===== src/rtl/uart_tx.sv =====
// UART transmitter with a single-entry holding register, 16x oversampled bit timing
// and a sticky overflow flag for writes that arrive while the holding register is full.
module uart_tx #(
  parameter int DATA_BITS = 8,
  parameter int SB_TICKS  = 16
) (
  input  logic                 clk,
  input  logic                 rst_n,
  input  logic                 s_tick,
  input  logic                 wr_en,
  input  logic [DATA_BITS-1:0] din,
  input  logic                 err_clear,
  output logic                 tx,
  output logic                 tx_busy,
  output logic                 hold_full,
  output logic                 tx_done_tick,
  output logic                 overflow_err
);

  localparam int TICK_MAX = (SB_TICKS - 1 > 15) ? (SB_TICKS - 1) : 15;
  localparam int TW       = $clog2(TICK_MAX + 1);
  localparam int BW       = (DATA_BITS > 1) ? $clog2(DATA_BITS) : 1;

  localparam logic [TW-1:0] TICK_BIT_LAST  = TW'(15);
  localparam logic [TW-1:0] TICK_STOP_LAST = TW'(SB_TICKS - 1);
  localparam logic [BW-1:0] BIT_LAST       = BW'(DATA_BITS - 1);

  typedef enum logic [1:0] {
    ST_IDLE  = 2'd0,
    ST_START = 2'd1,
    ST_DATA  = 2'd2,
    ST_STOP  = 2'd3
  } state_t;

  state_t                r_state, w_state;
  logic [TW-1:0]         r_tick,  w_tick;
  logic [BW-1:0]         r_bit,   w_bit;
  logic [DATA_BITS-1:0]  r_shift, w_shift;
  logic [DATA_BITS-1:0]  r_hold,  w_hold;
  logic                  r_hold_full, w_hold_full;
  logic                  r_tx,   w_tx;
  logic                  r_done, w_done;
  logic                  r_ovf,  w_ovf;
  logic                  w_drain;
  logic [DATA_BITS-1:0]  w_shift_r1;

  assign w_shift_r1 = r_shift >> 1;

  // State and datapath registers; tx is driven with the value of the next state.
  always_ff @(posedge clk or negedge rst_n) begin
    if (!rst_n) begin
      r_state     <= ST_IDLE;
      r_tick      <= {TW{1'b0}};
      r_bit       <= {BW{1'b0}};
      r_shift     <= {DATA_BITS{1'b0}};
      r_hold      <= {DATA_BITS{1'b0}};
      r_hold_full <= 1'b0;
      r_tx        <= 1'b1;
      r_done      <= 1'b0;
      r_ovf       <= 1'b0;
    end else begin
      r_state     <= w_state;
      r_tick      <= w_tick;
      r_bit       <= w_bit;
      r_shift     <= w_shift;
      r_hold      <= w_hold;
      r_hold_full <= w_hold_full;
      r_tx        <= w_tx;
      r_done      <= w_done;
      r_ovf       <= w_ovf;
    end
  end

  // Next-state logic for the frame sequencer, holding register and error flag.
  always_comb begin
    w_state     = r_state;
    w_tick      = r_tick;
    w_bit       = r_bit;
    w_shift     = r_shift;
    w_hold      = r_hold;
    w_hold_full = r_hold_full;
    w_tx        = r_tx;
    w_done      = 1'b0;
    w_ovf       = r_ovf;
    w_drain     = 1'b0;

    case (r_state)
      ST_IDLE: begin
        w_tx   = 1'b1;
        w_tick = {TW{1'b0}};
        if (r_hold_full) begin
          w_drain     = 1'b1;
          w_shift     = r_hold;
          w_hold_full = 1'b0;
          w_bit       = {BW{1'b0}};
          w_state     = ST_START;
          w_tx        = 1'b0;
        end else begin
          w_state = ST_IDLE;
        end
      end
      ST_START: begin
        if (s_tick) begin
          if (r_tick == TICK_BIT_LAST) begin
            w_state = ST_DATA;
            w_tick  = {TW{1'b0}};
            w_bit   = {BW{1'b0}};
            w_tx    = r_shift[0];
          end else begin
            w_tick = r_tick + TW'(1);
          end
        end else begin
          w_tick = r_tick;
        end
      end
      ST_DATA: begin
        if (s_tick) begin
          if (r_tick == TICK_BIT_LAST) begin
            w_tick  = {TW{1'b0}};
            w_shift = w_shift_r1;
            if (r_bit == BIT_LAST) begin
              w_state = ST_STOP;
              w_tx    = 1'b1;
            end else begin
              w_bit = r_bit + BW'(1);
              w_tx  = w_shift_r1[0];
            end
          end else begin
            w_tick = r_tick + TW'(1);
          end
        end else begin
          w_tick = r_tick;
        end
      end
      ST_STOP: begin
        w_tx = 1'b1;
        if (s_tick) begin
          if (r_tick == TICK_STOP_LAST) begin
            w_state = ST_IDLE;
            w_tick  = {TW{1'b0}};
            w_done  = 1'b1;
          end else begin
            w_tick = r_tick + TW'(1);
          end
        end else begin
          w_tick = r_tick;
        end
      end
      default: begin
        w_state = ST_IDLE;
        w_tick  = {TW{1'b0}};
        w_tx    = 1'b1;
      end
    endcase

    // A write in the drain cycle refills the holding register instead of overflowing.
    if (wr_en) begin
      if (!r_hold_full || w_drain) begin
        w_hold      = din;
        w_hold_full = 1'b1;
      end else begin
        w_hold = r_hold;
      end
    end else begin
      w_hold = w_hold;
    end

    if (wr_en && r_hold_full && !w_drain) begin
      w_ovf = 1'b1;
    end else if (err_clear) begin
      w_ovf = 1'b0;
    end else begin
      w_ovf = r_ovf;
    end
  end

  assign tx           = r_tx;
  assign tx_busy      = (r_state != ST_IDLE);
  assign hold_full    = r_hold_full;
  assign tx_done_tick = r_done;
  assign overflow_err = r_ovf;

endmodule


===== config.mk =====
export PLATFORM = sky130hd
export DESIGN_NAME = uart_tx
export DESIGN_NICKNAME = d
export VERILOG_FILES = /design/src/rtl/uart_tx.sv
export SDC_FILE = /design/constraint.sdc
export NUM_CORES = 1
export LEC_CHECK = 0
export ABC_AREA = 1
export CAP_MARGIN = 20
export CORE_UTILIZATION = 30
export DETAILED_ROUTE_END_ITERATION = 7
export HOLD_SLACK_MARGIN = 0.1
export PLACE_DENSITY = 0.48
export SYNTH_ARGS = -nofsm -noshare
export SYNTH_HDL_FRONTEND = slang
export SYNTH_SLANG_ARGS = --single-unit

===== constraint.sdc =====
create_clock -name clk -period 1.74 [get_ports clk]
set_input_delay 0.174 -clock clk [delete_from_list [all_inputs] [get_ports clk]]
set_output_delay 0.174 -clock clk [all_outputs]
set_load 0.02 [all_outputs]

==> impl_metrics.toml <==
[status]
status = "finished, final reports clean"

[sta]
fmax_ghz = 0.626
rsz0062_at_grt = "no"
period_share = 0.919
finalHoldViolCount = 0
maxSlewHeadroom = 0.748
setup_viol = 0
post-route-min-period_ps = 1600
final-max-slew-violation-count = 0
fin_skew_ps = 5.91
setup_tns_ps = 0
worst_slew_pin_slew_ps = 378

[drt]
drt_wl_total_um = 2930
first_pass_iters = 4
drt_iter0_markers = 48
wl_per_cell_um = 11.3
via_per_inst = 4.37
ant_nets = 0
routed-via-count = 1137
drc_errors = 0

[layout]
fillCellCount = 481
multiInputGateArea_um2 = 667
ff_latch_area_um2 = 727
drive_above_1_share = 0.130
layout.cells.non_filler = 260
insertedDiodeCount = 0
layout.nets = 213
area_growth_pct = 25.0

[power]
static-leakage-power_nw = 0.916
power_density_nw_per_um2 = 1730
ir_drop_v = 0.000536

[floorplanning]
num_rows = 25
core_area_um2 = 4720
die_y_um = 72.0
start_util = 0.311
io_pins = 18
die_x_um = 72.0
die_area_um2 = 5180

[logic_synthesis]
synth_top_area_frac = 0.477
synth_cell_types = 26
synth_flop_cell = "dfrtp_1"
seq_area_frac_synth = 0.494
ys_top_cells_by_count = "nand2_1 (59), dfrtp_1 (28), nand3_1 (14)"
yosysTopAreaCell = "dfrtp_1"
syn_inst = 166
synth_edf_count = 0
netlist_area_um2 = 1470
synth_most_common_cell = "nand2_1"
synth_seq_cells = 29
syn_area_per_cell_um2 = 8.86
synth_async_sr_flop_share = 1.00
synth_area_leaders = "dfrtp_1 (48%), nand2_1 (15%), ha_1 (6.8%)"
synth_warnings = 0
synth_nets = 187

[grt]
grt_max_degree = 30
antenna_found_initial = 0
grt_pass1_wl_um = 5310
grt.overflow.total = 0
grt_pass1_vias = 1134
grt_usage = 0.135

[hold_path]
hold_class = "input port to async pin"

[place]
hpwlAfterDp_um = 2190
dp.cells = 252
numPortBuffers = 17
gp_congestion = 0.836

[run]
drv_cap = 0

[clock_tree]
hold_buffers = 0
htreeDepth = 2
clk_latency_ps = 280
clk_pin_slew_worst_paths_ps = 70
clock_path_buffers = 2
cts_resized = 1
cts_root_buffer = "clkbuf_8"
post-cts-setup-buffers = 0
cts_tree = "yes"
cts-buffers-inserted = 5
cts.sinks = 29

[setup_path]
cp.arrival_ps = 1420
critPathSlowestCell = "dfrtp_1"
rrSetupSlack_ps = 170
worst_ep_required_time_ps = 1570
cpPeakStageDelay_ps = 420
start_kind = "register"
critPathKind = "register to primary output"
worst_setup_path_end_kind = "primary output"
path_common_cell = "inv_1"
timing.critical_path.buf_inv = 3
path_max_fanout = 5
crit_chain = "inv_1, ha_1, inv_1, dlygate4sd2_1"
crit_family = "buffers and inverters"
## final cells by class
cell class | instances | area share
tap | 67 | 0.0456
sequential | 29 | 0.396
clock buffer | 7 | 0.0524
timing repair buffer | 23 | 0.116
multi-input combinational | 121 | 0.363
clock inverter | 1 | 0.00272
inverter | 12 | 0.0245
## logic make-up after synthesis
group / Yosys count / synth area share
simple gates: 92 / 0.281
flops: 29 / 0.494
buf+inv: 16 / 0.0519
compound gates: 15 / 0.0638
fa+ha+maj: 8 / 0.0681
mux: 6 / 0.0409
## state kept, by name, indices dropped and copies added, names as in the netlist
register and flops:
r_hold 8, r_shift 8, r_tick 4, r_bit 3, r_state 2, hold_full 1, overflow_err 1, tx 1
tx_done_tick 1
## per-stage QoR
| step | area [um2] | hold WS [ps] | util | setup slack (ps) | power [mW] |
|---|---|---|---|---|---|
| final | 1840 | 271 | 0.389 | 141 | 3.18 |
| after CTS | 1840 | 282 | 0.389 | 122 | 3.22 |
| after global routing | 1840 | 303 | 0.389 | 30.5 | 3.49 |
| after floorplan | 1470 | -122 | - | 302 | 2.21 |
| after global placement | 1740 | 463 | 0.368 | 210 | 2.56 |
| after detailed placement | 1740 | 463 | 0.368 | 160 | 2.60 |
## placed cells by master (no fill, tap or decap)
master | synthesis | layout
inv_2 | 1 | 1
o21ai_2 | 3 | 3
clkbuf_8 | 0 | 7
nand3_2 | 1 | 1
nand2_2 | 2 | 2
o22ai_1 | 1 | 1
dlygate4sd2_1 | 0 | 1
a21oi_1 | 2 | 2
nand3_1 | 14 | 14
dfrtp_1 | 28 | 28
nor2_1 | 8 | 8
mux2i_1 | 6 | 6
clkdlybuf4s50_1 | 0 | 16
nand3b_1 | 2 | 2
and3_4 | 1 | 1
ha_1 | 8 | 8
nand3_4 | 1 | 1
o21ai_1 | 6 | 6
a32oi_1 | 1 | 1
a21boi_0 | 1 | 1
dfstp_2 | 1 | 1
nand2_1 | 59 | 59
clkinv_2 | 0 | 1
o21ai_0 | 1 | 1
nand4_1 | 3 | 3
inv_1 | 11 | 11
buf_4 | 0 | 6
or2_2 | 1 | 1
## path summary, 6_finish.rpt
check,from,end,cells after the start
min in group clk,din[7],r_hold[7],3
worst max-delay path,r_state[0],tx_busy,4
worst min register to register,r_bit[1],r_bit[1],2
worst max register to register,r_state[0],r_shift[3],7
worst min-delay path,rst_n,tx_done_tick,2
max in group asynchronous,rst_n,tx,2
## report_power, final
part	switching, mW	internal, mW	leakage [nW]
clock network	0.256	0.357	0.0542
logic	0.836	0.576	0.493
registers	0.194	0.957	0.369
total	1.29	1.89	0.916
## routing by layer
| metal | global-route usage | up-vias | part of all wire |
|---|---|---|---|
| li1 | - | 590 | - |
| met1 | 0.173 | 521 | 0.50 |
| met2 | 0.209 | 21 | 0.44 |
| met3 | 0.0417 | 5 | 0.035 |
| met4 | 0.0654 | 0 | 0.022 |
| met5 | 0 | - | 0 |
(Power assumes the default switching activity.)
